`src/rtl/icache_pkg.sv`:
```
// Shared geometry, AXI read-channel constants and refill state encoding for the
// instruction-cache refill engine.
package icache_pkg;

    localparam int N_WAYS    = 2;
    localparam int BLK_BYTES = 64;
    localparam int N_SETS    = 64;
    localparam int BYTE_W    = 3;
    localparam int SET_W     = $clog2(N_SETS);
    localparam int OFF_W     = $clog2(BLK_BYTES / 8);
    localparam int TAG_W     = 64 - SET_W - OFF_W - BYTE_W;
    localparam int BEATS     = 1 << OFF_W;

    localparam logic [1:0] BURST_INCR = 2'b01;
    localparam logic [1:0] BURST_WRAP = 2'b10;
    localparam logic [2:0] SIZE_8B    = 3'b011;
    localparam logic [1:0] RESP_OKAY  = 2'b00;

    typedef logic [$clog2(N_WAYS)-1:0] way_t;

    typedef enum logic [1:0] {
        IDLE,
        AR,
        R,
        DONE
    } refill_state_e;

    function automatic logic [63:0] line_addr(input logic [63:0] addr);
        return {addr[63:OFF_W+BYTE_W], {(OFF_W + BYTE_W){1'b0}}};
    endfunction

endpackage

```
`src/rtl/icache_refill_if.sv`:
```
// AXI4 read address/data channel bundle between the refill engine (master)
// and the memory interconnect (slave).
interface icache_refill_if;

    logic        m_arvalid;
    logic        m_arready;
    logic [63:0] m_araddr;
    logic [7:0]  m_arlen;
    logic [2:0]  m_arsize;
    logic [1:0]  m_arburst;
    logic        m_rvalid;
    logic        m_rready;
    logic [63:0] m_rdata;
    logic [1:0]  m_rresp;
    logic        m_rlast;

    modport master (
        output m_arvalid, m_araddr, m_arlen, m_arsize, m_arburst, m_rready,
        input  m_arready, m_rvalid, m_rdata, m_rresp, m_rlast
    );

    modport slave (
        input  m_arvalid, m_araddr, m_arlen, m_arsize, m_arburst, m_rready,
        output m_arready, m_rvalid, m_rdata, m_rresp, m_rlast
    );

endinterface

```
`src/rtl/icache_refill.sv`:
```
// Instruction-cache miss refill engine: one AXI read burst per missing line.
// Build option ICACHE_CRIT_WORD_FIRST_EN selects a critical-word-first WRAP burst.
//
// state | meaning
// IDLE  | waiting for a miss; invalidates the victim tag on accept
// AR    | read address presented until accepted
// R     | collecting beats into the data array
// DONE  | validate tag (or report error), turnaround for fetch
module icache_refill
    import icache_pkg::*;
(
    input  logic               clk,
    input  logic               reset,
    input  logic               miss_req,
    input  logic [63:0]        miss_addr,
    input  logic               lru_in,
    input  logic               flush,
    output logic               busy,
    output logic               fill_we,
    output logic [SET_W-1:0]   fill_set,
    output logic               fill_way,
    output logic [OFF_W-1:0]   fill_beat,
    output logic [63:0]        fill_data,
    output logic               tag_we,
    output logic [TAG_W:0]     tag_wdata,
    output logic               refill_err,
`ifdef ICACHE_CRIT_WORD_FIRST_EN
    output logic               crit_valid,
`endif
    icache_refill_if.master    axi
);

    localparam logic [OFF_W-1:0] LAST_CNT = '1;

    refill_state_e      state_q;
    logic [SET_W-1:0]   set_q;
    way_t               way_q;
    logic [TAG_W-1:0]   tag_q;
    logic [63:0]        araddr_q;
    logic [OFF_W-1:0]   beat_q;
    logic [OFF_W-1:0]   cnt_q;
    logic               err_q;
    logic               cancel_q;
    logic               arvalid_q;
    logic               rready_q;
    logic               busy_q;

    logic               accept;
    logic               beat_fire;
    logic               beat_err;
    logic [63:0]        araddr_d;
    logic [OFF_W-1:0]   beat_start_d;
    logic               unused_addr_bits;

    assign unused_addr_bits = ^miss_addr[OFF_W+BYTE_W-1:0];

`ifdef ICACHE_CRIT_WORD_FIRST_EN
    assign araddr_d      = {miss_addr[63:BYTE_W], {BYTE_W{1'b0}}};
    assign beat_start_d  = miss_addr[OFF_W+BYTE_W-1:BYTE_W];
    assign axi.m_arburst = BURST_WRAP;
`else
    assign araddr_d      = line_addr(miss_addr);
    assign beat_start_d  = '0;
    assign axi.m_arburst = BURST_INCR;
`endif

    assign accept    = (state_q == IDLE) && miss_req && !flush && !reset;
    assign beat_fire = (state_q == R) && axi.m_rvalid && rready_q && !reset;
    // Bad response, rlast before the final beat, or the final beat without rlast.
    assign beat_err  = (axi.m_rresp != RESP_OKAY) || (axi.m_rlast != (cnt_q == LAST_CNT));

    always_ff @(posedge clk) begin
        if (reset) begin
            state_q   <= IDLE;
            set_q     <= '0;
            way_q     <= '0;
            tag_q     <= '0;
            araddr_q  <= '0;
            beat_q    <= '0;
            cnt_q     <= '0;
            err_q     <= 1'b0;
            cancel_q  <= 1'b0;
            arvalid_q <= 1'b0;
            rready_q  <= 1'b0;
            busy_q    <= 1'b0;
        end else begin
            case (state_q)
                IDLE: begin
                    if (accept) begin
                        set_q     <= miss_addr[SET_W+OFF_W+BYTE_W-1:OFF_W+BYTE_W];
                        tag_q     <= miss_addr[63:SET_W+OFF_W+BYTE_W];
                        way_q     <= lru_in;
                        araddr_q  <= araddr_d;
                        beat_q    <= beat_start_d;
                        cnt_q     <= '0;
                        err_q     <= 1'b0;
                        cancel_q  <= 1'b0;
                        arvalid_q <= 1'b1;
                        busy_q    <= 1'b1;
                        state_q   <= AR;
                    end
                end
                AR: begin
                    if (flush) cancel_q <= 1'b1;
                    if (axi.m_arready) begin
                        arvalid_q <= 1'b0;
                        rready_q  <= 1'b1;
                        state_q   <= R;
                    end
                end
                R: begin
                    if (flush) cancel_q <= 1'b1;
                    if (beat_fire) begin
                        beat_q <= beat_q + 1'b1;
                        cnt_q  <= cnt_q + 1'b1;
                        if (beat_err) err_q <= 1'b1;
                        if (axi.m_rlast) begin
                            rready_q <= 1'b0;
                            state_q  <= DONE;
                        end
                    end
                end
                DONE: begin
                    busy_q  <= 1'b0;
                    state_q <= IDLE;
                end
                default: state_q <= IDLE;
            endcase
        end
    end

    assign axi.m_arvalid = arvalid_q;
    assign axi.m_araddr  = araddr_q;
    assign axi.m_arlen   = 8'(BEATS - 1);
    assign axi.m_arsize  = SIZE_8B;
    assign axi.m_rready  = rready_q;

    assign busy      = busy_q;
    assign fill_we   = beat_fire;
    assign fill_beat = beat_q;
    assign fill_data = axi.m_rdata;
    // In IDLE the set/way come straight from the miss so the invalidate lands on the victim.
    assign fill_set  = (state_q == IDLE) ? miss_addr[SET_W+OFF_W+BYTE_W-1:OFF_W+BYTE_W] : set_q;
    assign fill_way  = (state_q == IDLE) ? lru_in : way_q;

    assign tag_we     = accept ||
                        (!reset && (state_q == DONE) && !err_q && !cancel_q && !flush);
    assign tag_wdata  = (state_q == DONE) ? {1'b1, tag_q}
                                          : {1'b0, miss_addr[63:SET_W+OFF_W+BYTE_W]};
    assign refill_err = !reset && (state_q == DONE) && err_q;

`ifdef ICACHE_CRIT_WORD_FIRST_EN
    assign crit_valid = beat_fire && (cnt_q == '0);
`endif

endmodule

```
`src/flat_wrapper.sv`:
```
// flat-port wrapper written by rule: the top's interface ports become plain ports
module icache_refill_flat import icache_pkg::*;
  (clk, reset, miss_req, miss_addr, lru_in, flush, busy, fill_we, fill_set, fill_way, fill_beat, fill_data, tag_we, tag_wdata, refill_err, axi_m_arvalid, axi_m_araddr, axi_m_arlen, axi_m_arsize, axi_m_arburst, axi_m_rready, axi_m_arready, axi_m_rvalid, axi_m_rdata, axi_m_rresp, axi_m_rlast);
  icache_refill_if axi_i ();
  input  logic clk;
  input  logic reset;
  input  logic miss_req;
  input  logic [63:0] miss_addr;
  input  logic lru_in;
  input  logic flush;
  output logic busy;
  output logic fill_we;
  output logic [SET_W-1:0] fill_set;
  output logic fill_way;
  output logic [OFF_W-1:0] fill_beat;
  output logic [63:0] fill_data;
  output logic tag_we;
  output logic [TAG_W:0] tag_wdata;
  output logic refill_err;
  output wire logic [$bits(axi_i.m_arvalid)-1:0] axi_m_arvalid;
  output wire logic [$bits(axi_i.m_araddr)-1:0] axi_m_araddr;
  output wire logic [$bits(axi_i.m_arlen)-1:0] axi_m_arlen;
  output wire logic [$bits(axi_i.m_arsize)-1:0] axi_m_arsize;
  output wire logic [$bits(axi_i.m_arburst)-1:0] axi_m_arburst;
  output wire logic [$bits(axi_i.m_rready)-1:0] axi_m_rready;
  input wire logic [$bits(axi_i.m_arready)-1:0] axi_m_arready;
  input wire logic [$bits(axi_i.m_rvalid)-1:0] axi_m_rvalid;
  input wire logic [$bits(axi_i.m_rdata)-1:0] axi_m_rdata;
  input wire logic [$bits(axi_i.m_rresp)-1:0] axi_m_rresp;
  input wire logic [$bits(axi_i.m_rlast)-1:0] axi_m_rlast;
  assign axi_m_arvalid = axi_i.m_arvalid;
  assign axi_m_araddr = axi_i.m_araddr;
  assign axi_m_arlen = axi_i.m_arlen;
  assign axi_m_arsize = axi_i.m_arsize;
  assign axi_m_arburst = axi_i.m_arburst;
  assign axi_m_rready = axi_i.m_rready;
  assign axi_i.m_arready = axi_m_arready;
  assign axi_i.m_rvalid = axi_m_rvalid;
  assign axi_i.m_rdata = axi_m_rdata;
  assign axi_i.m_rresp = axi_m_rresp;
  assign axi_i.m_rlast = axi_m_rlast;
  icache_refill u_core (.clk(clk), .reset(reset), .miss_req(miss_req), .miss_addr(miss_addr), .lru_in(lru_in), .flush(flush), .busy(busy), .fill_we(fill_we), .fill_set(fill_set), .fill_way(fill_way), .fill_beat(fill_beat), .fill_data(fill_data), .tag_we(tag_we), .tag_wdata(tag_wdata), .refill_err(refill_err), .axi(axi_i));
endmodule
```
`config.mk`:
```
export PLATFORM = sky130hd
export DESIGN_NAME = icache_refill_flat
export DESIGN_NICKNAME = d
export VERILOG_FILES = /design/src/rtl/icache_pkg.sv /design/src/rtl/icache_refill_if.sv /design/src/rtl/icache_refill.sv /design/src/flat_wrapper.sv
export SDC_FILE = /design/constraint.sdc
export NUM_CORES = 1
export LEC_CHECK = 0
export CORE_ASPECT_RATIO = 0.75
export CORE_MARGIN = 2
export CORE_UTILIZATION = 25
export DETAILED_ROUTE_END_ITERATION = 7
export PLACE_DENSITY_LB_ADDON = 0.15
export SYNTH_ARGS = -nofsm -noshare
export SYNTH_HDL_FRONTEND = slang
export SYNTH_SLANG_ARGS = --single-unit
```
`constraint.sdc`:
```
create_clock -name clk -period 3.33 [get_ports clk]
set_input_delay 0.4995 -clock clk [delete_from_list [all_inputs] [get_ports clk]]
set_output_delay 0.4995 -clock clk [all_outputs]
set_load 0.005 [all_outputs]
```
Yosys cells after proc, flatten, opt, wreduce, memory -nomap -nowiden
Cells that the tools add are included.
Widths: inputs -> output; s select.
{"block": "classes", "eq_ne": 11, "n_mux": 27, "n_reduce_logical": 33, "n_addsub": 2}
{"cell": "$mux 53", "count": 1}
{"cell": "$pmux 3 s2", "count": 2}
{"cell": "$reduce_and 4->1", "count": 3}
{"cell": "$reduce_bool 2->1", "count": 6}
{"cell": "$logic_and 1x1->1", "count": 11}
{"cell": "$mux 1", "count": 10}
{"cell": "$pmux 1 s2", "count": 5}
{"cell": "$mux 3", "count": 3}
{"cell": "$reduce_and 3->1", "count": 3}
{"cell": "$mux 2", "count": 4}
{"cell": "$pmux 2 s4", "count": 1}
{"cell": "$add 3x1->3 const B", "count": 2}
{"cell": "$mux 6", "count": 1}
{"cell": "$ne 2x1->1 const B", "count": 3}
{"cell": "$ne 2x2->1 const B", "count": 3}
{"cell": "$eq 2x2->1 const B", "count": 2}
{"cell": "$logic_not 1->1", "count": 4}
{"cell": "$reduce_and 2->1", "count": 2}
{"cell": "$eq 3x3->1 const B", "count": 1}
{"cell": "$eq 2x1->1 const B", "count": 1}
{"cell": "$logic_not 2->1", "count": 1}
{"cell": "$logic_or 1x1->1", "count": 2}
{"cell": "$reduce_or 2->1", "count": 1}
{"cell": "$ne 1x1->1", "count": 1}
{"block": "totals", "ff_bits": 130, "word_cells": 85, "input_bits": 138, "output_inout_bits": 210}

Logic depth before layout (Yosys ltp)
Gate-level depths: netlist of the first run.
{"block": "logic_depth", "ltp_word": 6, "mapped_depth": 8}

Worst setup path after synthesis of the first run
No wires, ideal clock.
{"block": "synth_timing", "path_type": "reg2out", "startpoint": "reg u_core.state_q[0]", "endpoint": "out tag_wdata[10]", "t_required_ns": 2.830, "path_stages_with_launch": 5, "t_arrival_ns": 1.290, "slack_ns": 1.541, "path_buffers": 2, "path_cell_list": "dfxtp_1 > ha_1 > buf_2 > buf_2 > mux2_2"}
{"block": "synth_between", "elab_chain_cells": 2}
{"element": "from (decl)", "line_no": "icache_refill.sv:35", "rtl": "refill_state_e state_q;"}
{"element": "from (signal assigned)", "line_no": "icache_refill.sv:74", "rtl": "state_q <= IDLE;"}
{"element": "from (signal assigned)", "line_no": "icache_refill.sv:100", "rtl": "state_q <= AR;"}
{"element": "from (signal assigned)", "line_no": "icache_refill.sv:108", "rtl": "state_q <= R;"}
{"element": "$eq 2x2->1", "line_no": "icache_refill.sv:148", "rtl": "assign tag_wdata = (state_q == DONE) ? {1'b1, tag_q}"}
{"element": "$mux 53", "line_no": "icache_refill.sv:148"}
{"element": "to (decl)", "line_no": "flat_wrapper.sv:18", "rtl": "output logic [TAG_W:0] tag_wdata;"}
Every way passes these cells.

Worst setup path after layout of the first run
{"block": "layout_timing", "startpoint": "reg u_core.state_q[1]", "endpoint": "out tag_we"}
{"block": "layout_between", "elab_chain_cells": 6, "elab_cells_between_ends": 10, "cone_classes": "eq/ne (1); reduce/logical (9)"}
{"element": "$eq 2x2->1", "line_no": "icache_refill.sv:147", "rtl": "(!reset && (state_q == DONE) && !err_q && !cancel_q && !flush);"}
{"element": "$logic_and 1x1->1 (4 in series)", "line_no": "icache_refill.sv:147"}
{"element": "$logic_or 1x1->1 *", "line_no": "icache_refill.sv:146", "rtl": "assign tag_we = accept ||"}
{"element": "to (decl)", "line_no": "flat_wrapper.sv:17", "rtl": "output logic tag_we;"}
Mark *: on every way between the ends. The rest lies on a longest branch, timed or not.

==> results of run 1 <==
==> layout make-up <==
class	instances	share of cell area
clock inverter	4	0.00508
timing repair buffer	200	0.336
multi-input combinational	314	0.326
tap	210	0.0445
inverter	4	0.00254
clock buffer	11	0.0428
sequential	72	0.244
==> worst min-delay path, delay by kind of cell (launching register included) <==
family	cells	cell delay (ns)
and+or+nand+nor	1	0.05
AOI/OAI and AO/OA	1	0.05
DFF	1	0.30
==> registers in the layout (all words and copies together), names as in the netlist <==
| signal | cells |
|---|---|
| u_core.tag_q | 52 |
| u_core.cnt_q | 3 |
| u_core.axi.m_rready | 1 |
| u_core.cancel_q | 1 |
| u_core.busy | 1 |
| u_core.err_q | 1 |
| u_core.set_q | 5 |
| u_core.state_q | 2 |
| u_core.axi.m_arvalid | 1 |
| u_core.way_q | 1 |
| u_core.axi.m_araddr | 1 |
| u_core.fill_beat | 3 |
==> metrics by stage <==
stage	power [mW]	setup WS, ns	hold WS, ns	std cells	cell area, um2
finish	2.96	0.357	0.454	815	5910
global route	3.15	0.240	0.486	815	5910
CTS	3.02	0.315	0.457	815	5910
detailed placement	2.08	0.547	0.449	800	5620
global placement	2.08	0.571	0.442	800	5620
floorplan	1.63	1.54	0.434	500	4130
==> synth_stat cells, types with 3 or more instances <==
library cell	count	area, um2
nand2_1	123	462
buf_4	85	638
dfxtp_1	72	1440
a21oi_1	65	325
mux2_2	61	687
buf_2	18	90.1
ha_1	7	87.6
clkbuf_1	5	18.8
a22o_1	3	26.3
inv_1	3	11.3
nand2b_1	3	18.8
nor2_1	3	11.3
==> power by group through the flow <==
stage,sequential [mW],clock (mW),combinational (mW)
after floorplan,1.05,0,0.580
after detailed placement,1.06,0,1.02
after CTS,1.04,0.944,1.03
after global placement,1.05,0,1.02
after global routing,1.06,0.971,1.12
final,1.04,0.905,1.02
==> layer usage <==
metal / part of all wire / global-route usage / vias to the layer above / wire length, um
li1: - / - / 1744 / -
met1: 0.46 / 0.174 / 1596 / 5450
met2: 0.44 / 0.197 / 169 / 5170
met3: 0.086 / 0.0542 / 18 / 1010
met4: 0.011 / 0.0386 / 0 / 124
met5: 0 / 0 / - / 0
==> kinds of logic (layout without fill, tap and decap cells) <==
kind of cell / Yosys count / after routing / share of synthesized area
buffers and inverters: 114 / 219 / 0.191
AO/OA/AOI/OAI: 78 / 78 / 0.106
multiplexers: 61 / 61 / 0.169
adder cells (fa/ha/maj): 7 / 7 / 0.0215
flip-flops: 72 / 72 / 0.354
AND/OR/NAND/NOR: 148 / 148 / 0.155
XOR/XNOR: 1 / 1 / 0.00215
other: 2 / 19 / 0.00185
==> worst paths after layout <==
check | to | slack, ns | depth (start not counted)
worst min register to register | u_core.way_q | 0.45 | 2
worst min-delay path | u_core.way_q | 0.45 | 2
worst max-delay path | tag_we | 0.36 | 4
worst max register to register | u_core.busy | 1.28 | 6
==> metrics.yaml, run 1 <==
run_status:
  status: "finished, final reports clean"
floorplanning:
  core_area_um2: 16000
  start_util: 0.255
  die_x_um: 151
  io_pins: 348
  die_h_um: 115
  num_rows: 40
  die_area_um2: 17300
worst_setup_path:
  cp-end-kind: "primary output"
  critPathMaxStageDelay_ns: 0.56
  r2r-start: "u_core.state_q[0]"
  path_class: "register to primary output"
  cp-start-kind: "register"
  crit_arrival_ns: 2.47
  cp.required_ns: 2.83
  critPathMaxFanout: 17
  path_buf_inv: 1
  critPathLaunch: "u_core.state_q[1]"
  cp_slowest_cell: "clkdlybuf4s50_1"
  critical-path-top-delay-family: "buffers and inverters"
  path_cells: "ha_2 > or4b_1 > a21oi_1 > clkdlybuf4s50_1"
place:
  dpl.hpwl_um: 8310
  place_congestion: 0.743
  io_buffers: 194
drt:
  avgRoutedWirePerCell_um: 14.4
  vias: 3527
  wl_um: 11800
  ant_nets: 0
  drc_errors: 0
  drt_first_pass_iters: 4
  via_per_inst: 4.33
  drt_iter0_drc: 113
clock_network:
  clockBufferDepth: 2
  clkLatencyLatePin_ns: 0.33
  cts-resized-gates: 0
  cts_hold_buf: 0
  cts_buffers: 9
  clock-root-buffer: "clkbuf_16"
  cts_sinks: 72
  clk_pin_slew_ns: 0.06
  htreeDepth: 3
  cts_tree: "done"
  post-cts-setup-buffers: 0
power_and_ir_drop:
  p_int_mw: 2.06
  peakVddDrop_mv: 0.227
  powerDensity_nw_per_um2: 502
  leakage_nw: 2.16
  p_comb_frac: 0.344
  seqPwrFrac: 0.351
  p_sw_frac: 0.305
  switchingPower_uw: 904
  power_frac_clock: 0.305
timing:
  min_period_ns: 2.97
  fin_worst_skew_ns: 0.00399
  worst_pin_slew_ns: 0.724
  slew_headroom: 0.518
  finalCritPeriodShare: 0.893
  setup_viol: 0
  rsz0062_at_grt: "no"
  fin_tns_setup_ns: 0
  fmax_ghz: 0.336
  hold_violations: 0
  final_max_slew_viol_count: 0
finish:
  mostFrequentLayoutCells: "clkdlybuf4s50_1, nand2_1, dfxtp_1, a21oi_1, mux2_2"
  fin_util: 0.370
  num-fill-cells: 1642
  drive_gt1_frac: 0.150
  antennaDiodeCount: 0
  area.growth.synth_to_final_pct: 45.1
  multiInputGateArea_um2: 1920
  final_common_cell: "clkdlybuf4s50_1"
  seq_area_um2: 1440
  nets: 746
min_path:
  min-delay-start: "u_core.way_q"
  hp-class: "register to register"
yosys:
  syn-instance-count: 483
  yosys_warnings: 0
  synth_cell_types: 41
  avgSynthCellArea_um2: 8.43
  synth_edf_count: 0
  synthFlopType: "dfxtp_1"
  seq_area_frac_synth: 0.354
  async_reset_ff_frac: 0
  ys_ff_latch: 72
  syn-cell-area_um2: 4070
global_route:
  gr-total-overflow: 0
  grt_util_all_layers: 0.132
  grt_max_degree: 65
  antenna_found_initial: 0
  grt_pass1_vias: 3350
  grt_pass1_wl_um: 17900
flow_run:
  cap_violations: 0
Note: power is estimated with default switching activity, not from simulation.
==> run 2: changes to the inputs <==
--- a/config.mk
+++ b/config.mk
@@ -10,6 +10,7 @@
 export CORE_UTILIZATION = 25
 export DETAILED_ROUTE_END_ITERATION = 7
 export PLACE_DENSITY_LB_ADDON = 0.15
+export SETUP_SLACK_MARGIN = 0.02
 export SYNTH_ARGS = -nofsm -noshare
 export SYNTH_HDL_FRONTEND = slang
 export SYNTH_SLANG_ARGS = --single-unit
==> results of run 2 <==
Final layout, timing and power as in run 1 (identical DEF).
==> run 3: changes to the inputs <==
--- a/config.mk
+++ b/config.mk
@@ -5,10 +5,9 @@
 export SDC_FILE = /design/constraint.sdc
 export NUM_CORES = 1
 export LEC_CHECK = 0
-export CORE_ASPECT_RATIO = 0.75
-export CORE_MARGIN = 2
-export CORE_UTILIZATION = 25
+export CORE_AREA = 2 2 136 138
 export DETAILED_ROUTE_END_ITERATION = 7
+export DIE_AREA = 0 0 138 140
 export PLACE_DENSITY_LB_ADDON = 0.15
 export SETUP_SLACK_MARGIN = 0.02
 export SYNTH_ARGS = -nofsm -noshare
==> metrics.yaml, run 3 (synthesis gave the netlist of run 1 again) <==
run_status:
  status: "finished, final reports clean"
floorplanning:
  io_pins: 348
  num_rows: 49
  die_h_um: 140
  core_area_um2: 17800
  start_util: 0.229
  die_area_um2: 19300
  die_x_um: 138
worst_setup_path:
  cp-start-kind: "register"
  cp.required_ns: 2.83
  path_cells: "ha_2 > buf_4 > mux2_2 > clkdlybuf4s50_1"
  critPathLaunch: "u_core.state_q[0]"
  crit_arrival_ns: 2.25
  cp-end-kind: "primary output"
  cp_slowest_cell: "clkdlybuf4s50_1"
  r2r-start: "u_core.state_q[0]"
  path_class: "register to primary output"
  critPathMaxFanout: 32
  critPathMaxStageDelay_ns: 0.51
clock_network:
  cts_buffers: 9
  clk_pin_slew_ns: 0.06
  cts-resized-gates: 0
  cts_tree: "done"
  post-cts-setup-buffers: 0
  htreeDepth: 3
  clockBufferDepth: 2
  cts_sinks: 72
  clkLatencyLatePin_ns: 0.33
  clock-root-buffer: "clkbuf_16"
  cts_hold_buf: 0
drt:
  drc_errors: 0
  wl_um: 13100
  via_per_inst: 4.29
  vias: 3582
  ant_nets: 0
  drt_iter0_drc: 104
  avgRoutedWirePerCell_um: 15.6
  drt_first_pass_iters: 4
finish:
  antennaDiodeCount: 0
  area.growth.synth_to_final_pct: 48.2
  mostFrequentLayoutCells: "clkdlybuf4s50_1, nand2_1, dfxtp_1, a21oi_1, mux2_2"
  seq_area_um2: 1440
  drive_gt1_frac: 0.150
  nets: 746
  multiInputGateArea_um2: 1920
  top_regs: "u_core.tag_q x52, u_core.set_q x5"
  regMostFlops: "u_core.tag_q"
  num-fill-cells: 1853
  largest_reg_flops: 52
  final_common_cell: "clkdlybuf4s50_1"
power_and_ir_drop:
  power_frac_clock: 0.369
  p_int_mw: 2.35
  p_sw_frac: 0.284
  switchingPower_uw: 933
  seqPwrFrac: 0.316
  p_comb_frac: 0.314
  peakVddDrop_mv: 0.263
  leakage_nw: 2.22
  powerDensity_nw_per_um2: 545
  total_power_mw: 3.29
place:
  dpl.hpwl_um: 9510
  place_congestion: 0.696
  io_buffers: 194
timing:
  final_max_slew_viol_count: 0
  worst_pin_slew_ns: 0.735
  finalCritPeriodShare: 0.824
  setup_viol: 0
  fin_worst_skew_ns: 0.00717
  fin_tns_setup_ns: 0
  fmax_ghz: 0.364
  slew_headroom: 0.509
  rsz0062_at_grt: "no"
  hold_violations: 0
  min_period_ns: 2.75
global_route:
  grt_util_all_layers: 0.131
  gr-total-overflow: 0
  grt_pass1_vias: 3472
  grt_pass1_wl_um: 20100
  grt_max_degree: 63
  antenna_found_initial: 0
min_path:
  min-delay-start: "reset"
  hp-class: "input pin to register"
flow_run:
  cap_violations: 0
[run 3: changes by cell type in the layout (fill, tap and decap cells not counted)]
cell	delta
buf_12	+1
buf_4	-1
bufinv_16	+4
clkbuf_1	+1
clkbuf_8	-1
clkinvlp_4	-3
[run 3: path summary, 6_finish.rpt]
check                           slack [ns]                to  depth (start not counted)
worst max-delay path                  0.58     tag_wdata[41]                          4
worst min-delay path                  0.45       u_core.busy                          2
worst max register to register        0.94  u_core.tag_q[30]                          7
worst min register to register        0.46      u_core.way_q                          2
[run 3: per-stage QoR]
step | area (um2) | utilization | std cells | hold WS (ns) | setup slack, ns
after floorplan | 4130 | - | 500 | 0.434 | 1.54
after global placement | 5660 | 0.318 | 819 | 0.442 | 0.608
after detailed placement | 5660 | 0.318 | 819 | 0.452 | 0.567
after CTS | 6030 | 0.339 | 835 | 0.442 | 0.526
after global routing | 6030 | 0.339 | 835 | 0.466 | 0.416
final | 6030 | 0.339 | 835 | 0.452 | 0.585
[run 3: layout make-up]
type / instances / share of cell area
Tap cell: 229 / 0.0475
Timing Repair Buffer: 200 / 0.331
Multi-Input combinational cell: 314 / 0.319
Clock buffer: 11 / 0.0402
Clock inverter: 5 / 0.0212
Inverter: 4 / 0.00249
Sequential cell: 72 / 0.239
[run 3: metal layers]
layer	vias to the layer above	global-route usage	wire length, um
met1	1668	0.152	5410
met3	32	0.0332	782
met2	137	0.229	6590
li1	1745	-	-
met4	0	0.0580	280
met5	-	0	0
[run 3: critical path: cells and delay by family (launching register included)]
kind	cells	cell delay [ns]
buffers and inverters	2	0.91
DFF	1	0.36
muxes	1	0.40
adders and majority gates	1	0.21
[run 3: power by group through the flow]
| stage | clock [mW] | sequential [mW] | combinational, mW |
|---|---|---|---|
| after CTS | 1.26 | 1.04 | 1.06 |
| after floorplan | 0 | 1.05 | 0.580 |
| after global routing | 1.29 | 1.06 | 1.14 |
| final | 1.21 | 1.04 | 1.03 |
| after detailed placement | 0 | 1.06 | 1.05 |
| after global placement | 0 | 1.05 | 1.05 |
